[src/rtl/gates_bist_pkg.sv]
// Shared types and constants for the NAND/NOR gate-block self-test checker.
// Golden tables are indexed by the vector index {a,b}.
package gates_bist_pkg;

  localparam int unsigned IDX_W = 2;

  // Bit i holds the expected gate output for vector i = {a,b}
  localparam logic [3:0] NAND_GOLD = 4'b0111;
  localparam logic [3:0] NOR_GOLD  = 4'b0001;

  typedef enum logic [2:0] {
    ST_IDLE,
    ST_DRIVE,
    ST_SETTLE,
    ST_SAMPLE,
    ST_DONE
  } state_t;

endpackage

[src/rtl/gates_bist_cmp.sv]
// Golden comparison and saturating mismatch counter for the gate-block checker.
// Ports:
//   clk, rst     - clock, synchronous active-high reset
//   idx          - vector index {a,b} currently applied to the gate block
//   nand_in      - sampled gate-block NAND output
//   nor_in       - sampled gate-block NOR output
//   clr          - synchronous clear of err_cnt (new run)
//   en           - count enable (asserted on a mismatching sample)
//   mismatch_c   - combinational: either output differs from golden
//   err_cnt      - saturating mismatch count
module gates_bist_cmp
  import gates_bist_pkg::*;
#(
  parameter int unsigned ERR_W = 8
) (
  input  logic             clk,
  input  logic             rst,
  input  logic [IDX_W-1:0] idx,
  input  logic             nand_in,
  input  logic             nor_in,
  input  logic             clr,
  input  logic             en,
  output logic             mismatch_c,
  output logic [ERR_W-1:0] err_cnt
);

  localparam logic [ERR_W-1:0] ERR_MAX = '1;

  logic exp_nand_c;
  logic exp_nor_c;

  // Golden lookup; a fault on either output counts once for the vector
  always_comb begin
    exp_nand_c = NAND_GOLD[idx];
    exp_nor_c  = NOR_GOLD[idx];
    mismatch_c = (nand_in != exp_nand_c) || (nor_in != exp_nor_c);
  end

  // Saturating counter: holds at all-ones, never wraps
  always_ff @(posedge clk) begin
    if (rst || clr) begin
      err_cnt <= '0;
    end else if (en && (err_cnt != ERR_MAX)) begin
      err_cnt <= err_cnt + ERR_W'(1);
    end
  end

endmodule

[config.mk]
export PLATFORM = sky130hd
export DESIGN_NAME = gates_bist_cmp
export DESIGN_NICKNAME = d
export VERILOG_FILES = /design/src/rtl/gates_bist_pkg.sv /design/src/rtl/gates_bist_cmp.sv
export SDC_FILE = /design/constraint.sdc
export NUM_CORES = 1
export LEC_CHECK = 0
export BUFFER_PORTS_ARGS = -buffer_cell sky130_fd_sc_hd__buf_4
export CORE_AREA = 2 2 39 41
export DETAILED_ROUTE_END_ITERATION = 16
export DIE_AREA = 0 0 41 43
export PLACE_DENSITY = 0.61
export SKIP_CTS_REPAIR_TIMING = 1
export SLEW_MARGIN = 20
export SYNTH_ARGS = -nofsm -noshare
export SYNTH_HDL_FRONTEND = slang
export SYNTH_SLANG_ARGS = --single-unit
[constraint.sdc]
create_clock -name clk -period 1.3 [get_ports clk]
set_input_delay 0 -clock clk [delete_from_list [all_inputs] [get_ports clk]]
set_output_delay 0 -clock clk [all_outputs]
set_load 0.01 [all_outputs]
==> summary.txt <==
Global route
  • Gr usage total: 14.4%
  • Largest net degree at the start of global routing: 8
  • Initial antenna violation count: 0
  • Vias in the first global route: 409
  • GR Overflow Total: 0
  • First-pass GRT wire length: 1660 um

Placement
  • Placed insts: 83
  • DP HPWL: 781 um
  • Final Wtd Congestion: 0.758
  • Port buffer count: 16
  • Setup slack at placement: 0.0655 ns

Timing
  • Unrepaired setup endpoints after global routing: no
  • Final setup fails: 0
  • Final hold slack: 0.00543 ns
  • Aggregate negative setup slack: 0 ns
  • Final Hold Viols: 0
  • Worst slew pin tran: 0.271 ns
  • Fin crit period: 1.22 ns
  • PnR worst setup slack: 0.0846 ns
  • Final max-slew violation count: 0
  • Crit share post-route: 93.5%
  • Max_slew headroom: 81.9%
  • Fmax: 0.823 GHz
  • Clock Skews: 0.00126 ns

Yosys
  • Mean Syn Cell Area: 9.05 um^2
  • Yosys warning total: 0
  • Asr flop ratio synth: 0%
  • Yosys reg bits: 8
  • Post-Synthesis Cells: 48
  • Share of the synthesized area in the top cell type: 36.9%
  • Synth top cells by count: 8 x dfxtp_1, 6 x nand2_1, 5 x a21oi_1
  • Largest area contributor in the netlist: dfxtp_1
  • Post-synth EDFFs: 0
  • Syn Nets: 57
  • Synthesized area: 434 um^2
  • Most frequent cell after synthesis: dfxtp_1
  • Distinct cells, synth: 24
  • Synth Flop Type: dfxtp_1
  • Seq/Total Area, Yosys: 36.9%
  • Top cells by area, synth: dfxtp_1 37%, a21oi_1 5.8%, nand2_1 5.2%, mux2i_1 4.6%, a31oi_1 4.3%

Worst setup path
  • CP endpoint kind: flip-flop
  • Cell at the slowest stage of the critical path: dfxtp_1
  • CP Buf/Inv Count: 0
  • Max Fanout on Critical Path: 5
  • CP Data Required Time: 1.49 ns
  • Cells along the critical path: ha_2 > and4_4 > a21oi_1 > a211oi_1
  • Kind of critical path: flip-flop to flip-flop
  • Critical path depth: 4
  • Worst r2r path cells: 4
  • CP top delay family: flip-flops
  • CP arrival: 1.40 ns
  • Worst path max stage delay: 0.34 ns
  • Worst setup SP type: flip-flop

Route
  • Avg WL per Cell: 12.5 um
  • Initial DRC count: 4
  • WL final: 1080 um
  • Vias: 465
  • First-pass detailed-route iteration total: 4
  • Final antenna-violating net count: 0
  • DRC viols: 0
  • Vias per Instance: 5.41

Job
  • Maxcap violations: 0

Finish
  • Finished Core Util: 45.9%
  • Area grow syn2layout: 46.4%
  • Share of cells above drive strength 1: 40.0%
  • Final net count: 81
  • # diodes: 0
  • Most flop-heavy register: err_cnt
  • Max reg flops: 8
  • Largest regs: err_cnt x8
  • Layout Cells excl Fill: 86

CTS
  • CTS tree: done
  • CTS sink cnt: 8
  • Worst-path clk slew: 0.06 ns
  • H-tree depth: 1
  • CTS root buf: clkbuf_4
  • Worst-Skew Late Latency: 0.27 ns
  • Total CTS buffers: 3
  • CTS max path bufs: 2

Floorplan
  • Die Area: 1760 um^2
  • Io pins: 17
  • Starting Density: 31.4%
  • # rows: 14
  • Die width: 41 um
  • Die height: 43 um
  • Core Box Area: 1380 um^2

Outcome
  • Status: finished clean

Power
  • Peak VDD IR: 0.400 mV
  • PwrDens: 808 nW/um^2
  • Leakage power total: 0.256 nW

Worst hold path
  • Hold Crit Depth: 3
  • HP Class: input pin to flip-flop
cells in the final DEF (no fill, tap or decap), types with 2 or more instances in the layout:
master,count
nor3_1,3
dfxtp_1,8
clkbuf_4,3
mux2i_1,2
nand4_1,3
a21oi_1,5
buf_4,19
a31oi_1,3
a211oi_1,2
nand2_1,6
through the flow:
step                      total power [mW]  instance area, um^2
after floorplan                      0.277                  434
after global placement               0.312                  597
after detailed placement             0.313                  597
after CTS                            0.509                  619
after global routing                 0.529                  636
final                                0.513                  636
metal layers:
layer	part of all wire [%]	routed length (um)	vias up	track usage (%)
met4	3.0	32	0	10.0
met3	7.1	77	5	4.71
li1	-	-	235	-
met2	46	497	17	20.3
met1	44	471	208	17.5
met5	0	0	-	0
worst paths after layout:
check                   from          to  slack (ns)
setup / recovery  err_cnt[1]  err_cnt[4]        0.08
hold / removal           rst  err_cnt[0]       0.005
setup reg to reg  err_cnt[1]  err_cnt[4]        0.08
hold reg to reg   err_cnt[7]  err_cnt[7]        0.53
cell type report:
type / instances / area (um^2)
well taps: 16 / 20.0
repair buffers: 19 / 143
clock buffers: 3 / 22.5
multi-input cells: 40 / 290
flip-flops and latches: 8 / 160
fillers: 142 / 748
cell families (layout without fill, tap and decap cells):
logic type                 Yosys count  after routing  share of synthesized area [%]
and+or+nand+nor                     22             22                           31.1
DFF                                  8              8                           36.9
buffers and inverters                0             22                              0
xor gates and xnor gates             1              1                           2.02
adders and majority gates            1              1                           2.88
muxes                                2              2                           4.61
AOI/OAI and AO/OA                   14             14                           22.5
worst reg2reg max path, stage by stage (launching register included):
cell and delay, ns:
dfxtp_1 0.34, ha_2 0.21, and4_4 0.28, a21oi_1 0.09, a211oi_1 0.22
power breakdown:
| part | internal, mW | leakage, nW | switching, mW |
|---|---|---|---|
| combinational | 0.0351 | 0.178 | 0.0261 |
| clock | 0.106 | 0.0138 | 0.0972 |
| sequential | 0.247 | 0.0646 | 0.00119 |
Power figures use the tool's default switching activity.
